$ cat src/rtl/musa_pkg.sv
// Shared definitions for the MUSA core front end: program-counter FSM states
// and default PC geometry.
package musa_pkg;

    typedef enum logic [1:0] {
        PC_RUN      = 2'd0,
        PC_RET_WAIT = 2'd1,
        PC_HALT     = 2'd2
    } pc_state_t;

    localparam int PC_WIDTH_DEFAULT = 18;
    localparam int RESET_PC_DEFAULT = 0;

endpackage

$ cat src/rtl/pc_stack_tracker.sv
// Shadow occupancy counter for the downstream return-address stack. Grants
// push/pop requests and raises sticky overflow/underflow flags on misuse.
module pc_stack_tracker #(
    parameter int STACK_DEPTH = 32,
    localparam int DW = $clog2(STACK_DEPTH + 1)
) (
    input  logic          clk,
    input  logic          rst_n,
    input  logic          i_req_en,
    input  logic          i_call,
    input  logic          i_ret,
    output logic          o_push_ok,
    output logic          o_pop_ok,
    output logic [DW-1:0] o_depth,
    output logic          o_overflow,
    output logic          o_underflow
);

    logic [DW-1:0] r_depth;
    logic          r_overflow;
    logic          r_underflow;
    logic          w_full;
    logic          w_empty;
    logic          w_ret_req;
    logic          w_call_req;

    assign w_full     = (r_depth == DW'(STACK_DEPTH));
    assign w_empty    = (r_depth == '0);
    // ret outranks call, so a simultaneous call never reaches the stack
    assign w_ret_req  = i_req_en & i_ret;
    assign w_call_req = i_req_en & ~i_ret & i_call;

    assign o_pop_ok    = w_ret_req & ~w_empty;
    assign o_push_ok   = w_call_req & ~w_full;
    assign o_depth     = r_depth;
    assign o_overflow  = r_overflow;
    assign o_underflow = r_underflow;

    always_ff @(posedge clk or negedge rst_n) begin
        if (!rst_n) begin
            r_depth     <= '0;
            r_overflow  <= 1'b0;
            r_underflow <= 1'b0;
        end else begin
            if (o_pop_ok) begin
                r_depth <= r_depth - DW'(1);
            end else if (o_push_ok) begin
                r_depth <= r_depth + DW'(1);
            end
            if (w_ret_req && w_empty) begin
                r_underflow <= 1'b1;
            end
            if (w_call_req && w_full) begin
                r_overflow <= 1'b1;
            end
        end
    end

endmodule

$ cat src/rtl/pc_unit.sv
// Program counter and next-PC selection for the MUSA core, driving push/pop
// strobes to the return-address stack that sits downstream.
//
//   state       | meaning
//   PC_RUN      | normal fetch; pc advances, branches, calls, returns
//   PC_RET_WAIT | one bubble while the popped return address arrives
//   PC_HALT     | stack misuse detected; frozen until reset
module pc_unit
    import musa_pkg::*;
#(
    parameter int               WIDTH       = PC_WIDTH_DEFAULT,
    parameter logic [WIDTH-1:0] RESET_PC    = WIDTH'(RESET_PC_DEFAULT),
    parameter int               STACK_DEPTH = 32,
    localparam int              DW          = $clog2(STACK_DEPTH + 1)
) (
    input  logic             clk,
    input  logic             rst_n,
    input  logic             stall,
    input  logic             branch_taken,
    input  logic [WIDTH-1:0] branch_target,
    input  logic             jump,
    input  logic [WIDTH-1:0] jump_target,
    input  logic             call,
    input  logic [WIDTH-1:0] call_target,
    input  logic             ret,
    input  logic [WIDTH-1:0] stack_top,
    output logic [WIDTH-1:0] pc,
    output logic             pc_valid,
    output logic             stack_push,
    output logic             stack_pop,
    output logic [WIDTH-1:0] stack_wr_data,
    output logic [DW-1:0]    depth,
    output logic             overflow,
    output logic             underflow
);

    pc_state_t        r_state;
    pc_state_t        w_state_nxt;
    logic [WIDTH-1:0] r_pc;
    logic [WIDTH-1:0] w_pc_nxt;
    logic [WIDTH-1:0] w_pc_inc;
    logic             w_req_en;
    logic             w_push_ok;
    logic             w_pop_ok;

    assign w_pc_inc = r_pc + WIDTH'(1);
    assign w_req_en = (r_state == PC_RUN) && !stall;
    assign pc       = r_pc;

    pc_stack_tracker #(
        .STACK_DEPTH(STACK_DEPTH)
    ) u_tracker (
        .clk        (clk),
        .rst_n      (rst_n),
        .i_req_en   (w_req_en),
        .i_call     (call),
        .i_ret      (ret),
        .o_push_ok  (w_push_ok),
        .o_pop_ok   (w_pop_ok),
        .o_depth    (depth),
        .o_overflow (overflow),
        .o_underflow(underflow)
    );

    always_ff @(posedge clk or negedge rst_n) begin
        if (!rst_n) begin
            r_state <= PC_RUN;
            r_pc    <= RESET_PC;
        end else begin
            r_state <= w_state_nxt;
            r_pc    <= w_pc_nxt;
        end
    end

    always_comb begin
        w_state_nxt   = r_state;
        w_pc_nxt      = r_pc;
        pc_valid      = 1'b0;
        stack_push    = 1'b0;
        stack_pop     = 1'b0;
        stack_wr_data = '0;
        case (r_state)
            PC_RUN: begin
                pc_valid = 1'b1;
                if (!stall) begin
                    if (ret) begin
                        if (w_pop_ok) begin
                            stack_pop   = 1'b1;
                            w_state_nxt = PC_RET_WAIT;
                        end else begin
                            w_state_nxt = PC_HALT;
                        end
                    end else if (call) begin
                        if (w_push_ok) begin
                            stack_push    = 1'b1;
                            stack_wr_data = w_pc_inc;
                            w_pc_nxt      = call_target;
                        end else begin
                            w_state_nxt = PC_HALT;
                        end
                    end else if (jump) begin
                        w_pc_nxt = jump_target;
                    end else if (branch_taken) begin
                        w_pc_nxt = branch_target;
                    end else begin
                        w_pc_nxt = w_pc_inc;
                    end
                end
            end
            PC_RET_WAIT: begin
                w_pc_nxt    = stack_top;
                w_state_nxt = PC_RUN;
            end
            PC_HALT: begin
                w_state_nxt = PC_HALT;
            end
            default: begin
                w_state_nxt = PC_HALT;
            end
        endcase
    end

endmodule

$ cat config.mk
export PLATFORM = sky130hd
export DESIGN_NAME = pc_unit
export DESIGN_NICKNAME = d
export VERILOG_FILES = /design/src/rtl/musa_pkg.sv /design/src/rtl/pc_stack_tracker.sv /design/src/rtl/pc_unit.sv
export SDC_FILE = /design/constraint.sdc
export NUM_CORES = 1
export LEC_CHECK = 0
export ABC_AREA = 0
export CAP_MARGIN = 20
export CORE_MARGIN = 3
export CORE_UTILIZATION = 44
export CTS_CLUSTER_SIZE = 30
export DETAILED_ROUTE_END_ITERATION = 12
export GPL_TIMING_DRIVEN = 0
export MAX_ROUTING_LAYER = met4
export PLACE_DENSITY = 0.83
export SYNTH_ARGS = -nofsm -noshare
export SYNTH_HDL_FRONTEND = slang
export SYNTH_SLANG_ARGS = --single-unit
$ cat constraint.sdc
create_clock -name clk -period 4 [get_ports clk]
set_input_delay 0.6 -clock clk [delete_from_list [all_inputs] [get_ports clk]]
set_output_delay 0.6 -clock clk [all_outputs]
set_load 0.05 [all_outputs]
# Yosys cells after proc, flatten, opt, wreduce, memory -nomap -nowiden
# Index checks and enable logic that the tools add are counted.
[word_totals] out_inout_bits=47 ff_bits=28 input_bits=79
[op_classes] bitwise=8 n_eq_ne=7 add_sub_neg=3 muxes=30 n_reduce_logical=10
[ops] op="2-to-1 mux 18 bit" n=11
[ops] op="one-hot mux 18 bit (2 select lines)" n=1
[ops] op="adder 18 x 1 -> 18 bit (second input constant)" n=1
[ops] op="2-to-1 mux 6 bit" n=2
[ops] op="2-to-1 mux 1 bit" n=10
[ops] op="2-to-1 mux 2 bit" n=5
[ops] op="adder 6 x 1 -> 6 bit (second input constant)" n=1
[ops] op="== test 6 bit (second input constant)" n=1
[ops] op="logical NOT 6 bit" n=1
[ops] op="inequality test 3 bit (second input constant)" n=2
[ops] op="subtractor 6 x 1 -> 6 bit (second input constant)" n=1
[ops] op="bitwise AND 1 bit" n=5
[ops] op="inequality test 2 bit (second input constant)" n=2
[ops] op="one-hot mux 2 bit (2 select lines)" n=1
[ops] op="AND reduction 4 bit" n=1
[ops] op="nonzero test 2 bit" n=2
[ops] op="logical AND 1 bit" n=3
[ops] op="inequality test 3 x 2 -> 1 bit (second input constant)" n=1
[ops] op="inverter 1 bit" n=3
[ops] op="AND reduction 3 bit" n=1
[ops] op="== test 2 x 1 -> 1 bit (second input constant)" n=1
[ops] op="logical NOT 2 bit" n=1
[ops] op="logical NOT 1 bit" n=1

# Depth between registers and ports, before layout
[depth] depth_word=10 depth_mapped=9 mapped_depth_nobuf=8

# Cells and area by module
# From an unflattened synthesis, not the netlist that was laid out.
[hier_totals] cells_unflattened=296 hier_area_um2=2342.2
[modules_own_cells] module="pc_unit" n_inst=1 area_each_um2=1866.8 cells_per_inst=245
[modules_own_cells] module="pc_stack_tracker" n_inst=1 area_each_um2=475.5 cells_per_inst=51

# Least setup slack after synthesis
# No wires, ideal clock.
[synth_path] kind="flip-flop to output port" start="register r_pc[0] (netlist: pc[0])" end="output port stack_wr_data[10]" stages_incl_launch_ff=6 arrival_ns=2.571 t_required_ns=3.400 path_slack_ns=0.829 path_cell_list="dfrtp_1 -> ha_1 -> clkbuf_1 -> nand3_1 -> or4_1 -> a21oi_1"
[synth_via] elab_chain_len=6
[synth_rtl] item="start: declaration" line="pc_unit.sv:39" rtl="logic [WIDTH-1:0] r_pc;"
[synth_rtl] item="start signal: assignment" line="pc_unit.sv:71" rtl="r_pc <= w_pc_nxt;"
[synth_rtl] item="adder 18 x 1 -> 18 bit" line="pc_unit.sv:46" rtl="assign w_pc_inc = r_pc + WIDTH'(1);"
[synth_rtl] item="2-to-1 mux 18 bit" line="pc_unit.sv:94" rtl="if (w_push_ok) begin"
[synth_rtl] item="2-to-1 mux 18 bit" line="pc_unit.sv:93" rtl="end else if (call) begin"
[synth_rtl] item="2-to-1 mux 18 bit" line="pc_unit.sv:86" rtl="if (ret) begin"
[synth_rtl] item="2-to-1 mux 18 bit" line="pc_unit.sv:85" rtl="if (!stall) begin"
[synth_rtl] item="2-to-1 mux 18 bit" line="pc_unit.sv:82" rtl="case (r_state)"
[synth_rtl] item="end: declaration" line="pc_unit.sv:31" rtl="output logic [WIDTH-1:0] stack_wr_data,"
# No other way between the ends.

# Final worst setup path
[layout_path] start="input port stall" end="output port stack_wr_data[6]"
[layout_via] elab_chain_len=10
[layout_rtl] item="start: declaration" line="pc_unit.sv:18" rtl="input logic stall,"
[layout_rtl] item="logical NOT 1 bit"
[layout_rtl] item="logical AND 1 bit" line="pc_unit.sv:47" rtl="assign w_req_en = (r_state == PC_RUN) && !stall;"
[layout_rtl] item="bitwise AND 1 bit (2 in a row)" line="pc_stack_tracker.sv:31" rtl="assign w_call_req = i_req_en & ~i_ret & i_call;"
[layout_rtl] item="bitwise AND 1 bit" line="pc_stack_tracker.sv:34" rtl="assign o_push_ok = w_call_req & ~w_full;"
[layout_rtl] item="2-to-1 mux 18 bit" line="pc_unit.sv:94"
[layout_rtl] item="2-to-1 mux 18 bit" line="pc_unit.sv:93"
[layout_rtl] item="2-to-1 mux 18 bit" line="pc_unit.sv:86"
[layout_rtl] item="2-to-1 mux 18 bit *" line="pc_unit.sv:85"
[layout_rtl] item="2-to-1 mux 18 bit *" line="pc_unit.sv:82"
# Mark *: on every way between the ends. The rest lies on a longest branch, timed or not.

==> metrics.txt <==
status finished clean; Worst Tran Pin Value 0.680 ns; Max Slew Vio Count 0; Hold-fix buffers, CTS 0; routability cong. 0.943; first-pass GRT wire length 16,700 um; WHS Path Cells 1; crit path capture type output pin; worst reg-to-reg path cell count 7; diodes inserted 0; I/O pin cnt 126; total CTS buffers 3; largest cells by area after synthesis dfrtp_1, nor2_1, xnor2_1, nand2_1, nand3_1; unrepaired setup endpoints after global routing false; biggest area consumer among synthesized cells dfrtp_1; static leakage 1.45 nW; PD cells 656 mW/mm2; area share of the largest cell type after synthesis 0.278; Min Clock Period, post-route 3.75 ns; fin crit share 0.938; DRC errors left 0; setup violators final 0; die span in x 81.7 um; register area 701 um2; CP max-delay cell clkdlybuf4s50_1; Resize count post-CTS 0; P&R area growth vs syn 56.1%; VDD IR max 0.422 mV; row count 26; worst hold-check slack 0.511 ns; 1st-iter DRT viols 448; H-tree depth 1; delay-heaviest family, CP buffers and inverters; Slew HR 0.547; Final Instance Area 0.00394 mm2; final hold violations 0; Max stage delay on crit path 0.83 ns; Post-Route WL 10,900 um; worst skew pair latency 0.29 ns; Fillers 421; synthesized area 0.00252 mm2; Synth Net Count 400; met1 GRT Util 0.416; syn_area_per_cell 7.91 um2; CTS Buffer Depth 2; Setup Fix Bufs, Post-CTS 1; setup_tns 0 ns; TritonRoute pass-1 iters 6; clock-pin slew on the worst setup and hold paths 0.12 ns; DRT antenna net count 0; crit-path cells clkdlybuf4s50_1, nor4_4, nand3_2, buf_2, buf_2, nor2_1, clkdlybuf4s50_1; Final Worst Setup Slack 0.250 ns; commonest non-fill, non-tap cell in the layout clkdlybuf4s50_1; Die Height 81.7 um; Async SR Flop Fraction 1.00; share of cells above drive strength 1 0.0671; Worst Skew 0.00710 ns; gr usage total 0.334; CP max FO 10; dpl hpwl 8140 um; CP required 3.40 ns; max-cap violations 0; multi-input logic area 0.00170 mm2; count of state elements after synthesis 28; CTS sink cnt 28; DR vias 3,245; Design Power 2.58 mW; Levels on crit path 7; WS Path Type primary input to output pin; commonest non-fill, non-tap cells in the layout clkdlybuf4s50_1, nor2_1, dfrtp_1, nand2_1, nand3_1; core area 0.00534 mm2; GRT Residual Overflow 0; post-placement cell count 512; Worst setup SP type primary input; YS warnings 0; vias per inst 6.28; average wire per cell in the routed design 21.1 um; post-synth cell types 70; GR Layer Usage met3 0.0625; Hold/Removal Path Class flip-flop to flip-flop; Mapped Cells 319; GR Layer Usage met2 0.553; Starting Density 0.473; die area 0.00668 mm2; most used flip-flop cell after synthesis dfrtp_1; Seq/Total Area, Yosys 0.278; Post-synth EDFFs 0; CP bufs+invs 4; Final Non-Filler Cells 517; I/O Buffers 122; TritonCTS clock tree built; pre-CTS WS -0.113 ns; Root Buffer clkbuf_8; antenna violations before repair 0; vias in the first global route 3,150; GRT busiest layer met2; Max Clk Rate 0.267 GHz; dpl cell area 0.00386 mm2; largest net degree at the start of global routing 20; CP arrival 3.15 ns; Layout Nets 529; Final Core Density 0.738
[report_power, final]
group	internal [mW]	switching, mW	total (mW)
sequential	0.414	0.242	0.656
clock	0.135	0.107	0.242
combinational	0.629	1.06	1.68
[layer usage]
layer  vias to the layer above  share of wire
li1                       1450              -
met1                      1534           0.38
met2                       227           0.47
met3                        34           0.13
met4                         0          0.019
met5                         -              0
[flip-flops by register name, summed over array words and instances (netlist names)]
signal,cells
r_state,2
pc,18
u_tracker.o_underflow,1
u_tracker.o_overflow,1
u_tracker.o_depth,6
[area by class of cell]
type                       instances  area share
multi-input combinational        263       0.432
sequential                        28       0.178
tap                               70      0.0222
clock buffer                       3      0.0105
clock inverter                     1     0.00762
timing repair buffer             124       0.319
inverter                           7     0.00667
buffer                            21      0.0238
[cell usage after synthesis (all sizes together) (7+ instances only)]
cell type,n
buf,8
nor3,11
nor2,45
dfrtp,28
a21oi,15
a31oi,9
nand2,27
xnor2,13
o22ai,13
inv,7
nand3,18
clkbuf,13
o21ai,15
[kinds of logic (layout without fill, tap and decap cells)]
group           after synthesis  after routing  synth area share
simple gates                139            139             0.300
compound gates               98             98             0.278
flops                        28             28             0.278
buf+inv                      28            156            0.0476
xor+xnor                     19             19            0.0659
mux                           5              5            0.0208
fa+ha+maj                     2              2           0.00991
[final timing paths]
kind / startpoint / end / slack [ns]
worst max-delay path: stall / stack_wr_data[6] / 0.25
worst min-delay path: u_tracker.o_overflow / u_tracker.o_overflow / 0.51
worst max register to register: pc[0] / pc[10] / 1.74
worst min register to register: u_tracker.o_overflow / u_tracker.o_overflow / 0.51
max in group asynchronous: rst_n / u_tracker.o_underflow / 2.78
min in group asynchronous: rst_n / pc[7] / 0.68
(Power assumes the default switching activity.)
